==> src/rtl/sram_req_arbiter.sv <==
// rtl/sram_req_arbiter.sv - shares one sram-like port between the inst and data requesters
// Registered grant held until address acceptance; an in-order ID FIFO steers each response back.
module sram_req_arbiter #(
  parameter int MAX_OUTST   = 2,
  parameter bit DATA_FIRST  = 1'b1,
  parameter bit PROTO_CHECK = 1'b1
) (
  input  logic        clk,
  input  logic        reset,
  input  logic        inst_req,
  input  logic        inst_wr,
  input  logic [1:0]  inst_size,
  input  logic [31:0] inst_addr,
  input  logic [3:0]  inst_wstrb,
  input  logic [31:0] inst_wdata,
  output logic        inst_addr_ok,
  output logic        inst_data_ok,
  output logic [31:0] inst_rdata,
  input  logic        data_req,
  input  logic        data_wr,
  input  logic [1:0]  data_size,
  input  logic [31:0] data_addr,
  input  logic [3:0]  data_wstrb,
  input  logic [31:0] data_wdata,
  output logic        data_addr_ok,
  output logic        data_data_ok,
  output logic [31:0] data_rdata,
  output logic        mem_req,
  output logic        mem_wr,
  output logic [1:0]  mem_size,
  output logic [31:0] mem_addr,
  output logic [3:0]  mem_wstrb,
  output logic [31:0] mem_wdata,
  input  logic        mem_addr_ok,
  input  logic        mem_data_ok,
  input  logic [31:0] mem_rdata
);
  localparam int PW = (MAX_OUTST > 1) ? $clog2(MAX_OUTST) : 1;
  localparam int CW = $clog2(MAX_OUTST + 1);

  typedef enum logic [1:0] {IDLE, GNT_I, GNT_D} state_t;

  state_t               state, state_nxt;
  logic                 rr;  // 1: data side wins the next simultaneous request
  logic [(1<<PW)-1:0]   id_q;
  logic [PW-1:0]        rd_ptr, wr_ptr;
  logic [CW-1:0]        count, count_nxt;
  logic                 push, pop, head, room, pick_d;

  function automatic logic [PW-1:0] ptr_inc(input logic [PW-1:0] p);
    return (p == PW'(MAX_OUTST - 1)) ? '0 : p + PW'(1);
  endfunction

  assign push = mem_req & mem_addr_ok;
  assign pop  = mem_data_ok & (count != '0);
  assign head = id_q[rd_ptr];

  always_comb begin
    count_nxt = count;
    if (push && !pop)
      count_nxt = count + CW'(1);
    else if (!push && pop)
      count_nxt = count - CW'(1);
  end

  // A new grant needs a free slot after this cycle's push/pop settle.
  assign room   = count_nxt < CW'(MAX_OUTST);
  assign pick_d = (inst_req && data_req) ? (DATA_FIRST ? 1'b1 : rr) : data_req;

  always_ff @(posedge clk or posedge reset) begin
    if (reset)
      state <= IDLE;
    else
      state <= state_nxt;
  end

  always_comb begin
    state_nxt = state;
    mem_req   = 1'b0;
    mem_wr    = 1'b0;
    mem_size  = 2'd0;
    mem_addr  = 32'd0;
    mem_wstrb = 4'd0;
    mem_wdata = 32'd0;
    case (state)
      IDLE: begin
        if (room && (inst_req || data_req))
          state_nxt = pick_d ? GNT_D : GNT_I;
      end
      GNT_I: begin
        mem_req   = 1'b1;
        mem_wr    = inst_wr;
        mem_size  = inst_size;
        mem_addr  = inst_addr;
        mem_wstrb = inst_wstrb;
        mem_wdata = inst_wdata;
        if (mem_addr_ok)
          state_nxt = (room && data_req) ? GNT_D : IDLE;
      end
      GNT_D: begin
        mem_req   = 1'b1;
        mem_wr    = data_wr;
        mem_size  = data_size;
        mem_addr  = data_addr;
        mem_wstrb = data_wstrb;
        mem_wdata = data_wdata;
        if (mem_addr_ok)
          state_nxt = (room && inst_req) ? GNT_I : IDLE;
      end
      default: state_nxt = IDLE;
    endcase
  end

  assign inst_addr_ok = (state == GNT_I) & mem_addr_ok;
  assign data_addr_ok = (state == GNT_D) & mem_addr_ok;
  assign inst_data_ok = pop & ~head;
  assign data_data_ok = pop & head;
  assign inst_rdata   = inst_data_ok ? mem_rdata : 32'd0;
  assign data_rdata   = data_data_ok ? mem_rdata : 32'd0;

  always_ff @(posedge clk or posedge reset) begin
    if (reset) begin
      id_q   <= '0;
      rd_ptr <= '0;
      wr_ptr <= '0;
      count  <= '0;
      rr     <= 1'b0;
    end else begin
      count <= count_nxt;
      if (push) begin
        id_q[wr_ptr] <= (state == GNT_D);
        wr_ptr       <= ptr_inc(wr_ptr);
        rr           <= (state == GNT_I);
      end
      if (pop)
        rd_ptr <= ptr_inc(rd_ptr);
    end
  end

`ifndef SYNTHESIS
  always @(posedge clk) begin
    if (PROTO_CHECK && !reset)
      assert (!(mem_data_ok && count == '0))
        else $error("sram_req_arbiter: mem_data_ok with no outstanding transaction");
  end
`endif

endmodule
==> config.mk <==
export PLATFORM = sky130hd
export DESIGN_NAME = sram_req_arbiter
export DESIGN_NICKNAME = d
export VERILOG_FILES = /design/src/rtl/sram_req_arbiter.sv
export SDC_FILE = /design/constraint.sdc
export NUM_CORES = 1
export LEC_CHECK = 0
export ABC_AREA = 1
export BUFFER_PORTS_ARGS = -buffer_cell sky130_fd_sc_hd__clkbuf_2
export CORE_AREA = 2 2 125 127
export DETAILED_ROUTE_END_ITERATION = 6
export DIE_AREA = 0 0 127 129
export PLACE_DENSITY_LB_ADDON = 0.1
export REMOVE_ABC_BUFFERS = 1
export SLEW_MARGIN = 15
export SYNTH_ARGS = -nofsm -noshare
export SYNTH_HDL_FRONTEND = slang
export SYNTH_SLANG_ARGS = --single-unit
==> constraint.sdc <==
create_clock -name clk -period 2.3 [get_ports clk]
set_input_delay 0.345 -clock clk [delete_from_list [all_inputs] [get_ports clk]]
set_output_delay 0.345 -clock clk [all_outputs]
set_load 0.02 [all_outputs]
==> run_results.csv <==
group,metric,value,unit
status,status,"finished clean",
clock_tree,path_clk_slew,40,ps
critical_path,start_kind,"flop",
final_layout,antenna_cells,0,
detailed_routing,vias_per_cell,3.94,
sta,fmax,462,MHz
clock_tree,clockBufferDepth,2,
critical_path,timing.rr.end,"state[0]",
critical_path,ff2ff_path_depth,11,
synthesis,synth_top_cell_area_share,30.8,%
synthesis,netlist-cell-type-count,19,
final_layout,layout.cells.non_filler,912,
floorplanning,row_count,45,
detailed_routing,wl,12200,µm
floorplanning,core,15000,µm²
clock_tree,htree_num_levels,1,
critical_path,crit_fanout,34,
pwr,p_total,3880,µW
grt,grt_pass1_wl,16700,µm
synthesis,netlist_top_cells_area,"nand2_1 (31%), a21oi_1 (17%), nor2_1 (12%)",
clock_tree,clkLatencyLatePin,230,ps
critical_path,reg2reg_slack,320,ps
synthesis,syn_area,2040,µm²
floorplanning,dieArea,16400,µm²
critical_path,startpoint,"state[0]",
detailed_routing,firstDrtPassIters,4,
synthesis,synth-seq-cells,8,
floorplanning,pin_count,320,
clock_tree,cts_buffers,3,
sta,final_hold_viol_count,0,
sta,fin_crit,2170,ps
synthesis,seq_area_frac_synth,9.83,%
critical_path,end_kind,"output port",
floorplanning,die_h,129,µm
grt,antenna_found_initial,0,
critical_path,path_class,"flop to output port",
final_layout,nNetsFinal,913,
final_layout,drive_gt1_share,47.7,%
clock_tree,clock-sinks,8,
sta,clock-skew-final,8.78,ps
critical_path,slowest_stage,"dfrtp_1",
synthesis,syn_inst,424,
synthesis,synth_top_cell_by_area,"nand2_1",
clock_tree,cts_setup_buffers,0,
clock_tree,tritoncts,"built",
sta,worst_pin_slew,538,ps
grt,grt_overflow,0,
clock_tree,clk_root_buffer_cell,"clkbuf_16",
sta,relSlewSlack,64.1,%
pwr,power_density,987,nW/µm²
detailed_routing,wire_per_inst,13.4,µm
grt,grt_max_degree,69,
min_path,hp-class,"primary input to asynchronous set/reset pin",
pwr,ir_drop,0.000323,V
synthesis,syn_area_per_cell,4.80,µm²
grt,grt_pass1_vias,3136,
sta,maxSlewViolCount,0,
detailed_routing,initialDrtViolationCount,139,
sta,hold_slack,42.0,ps
synthesis,yosysWarnings,0,
detailed_routing,num_vias,3597,
critical_path,rr_startpoint,"state[0]",
placed_design,dp.cells,908,
sta,rsz0062_at_grt,"no",
pwr,p_leak,0.00237,µW
detailed_routing,drc,0,
critical_path,critPathArrivalTime,1820,ps
placed_design,dpl.hpwl,10300,µm
sta,min_period_over_period,94.1,%
critical_path,critical_path_required,1960,ps
placed_design,io_buffers,319,
placed_design,place.gp.congestion,0.781,
floorplanning,start_util,13.6,%
job,maxCapViolCount,0,
sta,setup_viol,0,
critical_path,path_cells,"inv_1 > ha_1 > inv_2 > clkbuf_16 > a21oi_1 > clkbuf_2",
detailed_routing,ant_nets,0,
grt,track_usage,13.0,%
critical_path,cpPeakStageDelay,430,ps
floorplanning,die_w,127,µm
final_layout,synthToLayoutAreaGrowth,92.8,%
## stage by stage
stage               utilization, %  setup slack (ps)  TNS [ps]  instance area [µm²]
floorplan                        -              -327    -23540                 1860
global placement              25.4               341         0                 3810
detailed placement            25.4               322         0                 3810
CTS                           25.9              68.5         0                 3880
global route                  26.2              4.09         0                 3930
finish                        26.2               135         0                 3930
## layout by cell type (no fill, tap or decap), types with 2 or more instances in the layout
cell type  instances
nor2_2             4
nor2_4             3
nor2_1            65
dfrtp_1            8
inv_1             51
inv_2              5
ha_1               5
clkbuf_2         319
nand3_1            5
clkbuf_16          4
a21oi_1           71
nand2_1          167
buf_12             5
ha_4               2
o21ai_0            4
## Yosys cell counts
cell / n
nand2_1: 167
a21oi_1: 71
nor2_1: 65
inv_1: 51
buf_2: 16
dfrtp_1: 8
clkbuf_1: 7
ha_1: 7
buf_6: 6
inv_2: 5
nand3_1: 5
nor2_2: 4
o21ai_0: 4
nor2_4: 3
nand2_2: 1
o2111ai_1: 1
o21ai_1: 1
or2_2: 1
xor2_1: 1
## cell families (layout without fill, tap and decap cells)
| kind of cell | after synthesis | in the layout | synth area share (%) |
|---|---|---|---|
| AND/OR/NAND/NOR | 246 | 246 | 47.5 |
| buffers and inverters | 85 | 385 | 18.9 |
| AO/OA/AOI/OAI | 77 | 77 | 19.1 |
| flip-flops | 8 | 8 | 9.83 |
| adder cells (fa/ha/maj) | 7 | 7 | 4.30 |
| XOR/XNOR | 1 | 1 | 0.430 |
## power breakdown
part           switching (µW)  leakage (µW)  internal (µW)
clock network            69.4     0.0000370            224
registers                50.7      0.000101            205
logic                    2250       0.00223           1080
total                    2370       0.00237           1510
## worst max-delay path: cells and delay by family, from the launching register on
kind	cells	cell delay, ps
compound gates	1	130
flops	1	430
buf+inv	4	660
fa+ha+maj	1	350
## flip-flops by register name (all words and copies together) (netlist names)
name    count
id_q        2
rd_ptr      1
wr_ptr      1
state       2
count       2
## worst max path at each step
stage | to | slack (ps) | depth (start not counted)
final | mem_wr | 130 | 6
after global placement | mem_addr[19] | 340 | 6
after floorplan | mem_addr[0] | -330 | 4
after CTS | mem_wdata[27] | 70 | 6
after detailed placement | mem_wdata[27] | 320 | 6
after global routing | data_rdata[4] | 4 | 8
## per-layer routing
layer	GRT usage [%]	routed length (µm)	share of wire, %	vias up
li1	-	-	-	1874
met1	13.2	4250	35	1525
met2	26.3	6740	55	192
met3	4.07	1110	9.1	6
met4	1.75	92	0.76	0
met5	0	0	0	-
## repair_timing
item                       CTS  global route
hold buffers                 0             0
setup endpoints to repair    0            54
gates resized for setup      0             2
## final cells by class
type	instances	area (µm²)
tap	188	235
inverter	56	210
sequential	8	200
fill	1742	11000
timing repair buffer	326	1730
multi-input combinational	331	1480
clock buffer	3	75.1
(Power assumes the default switching activity.)
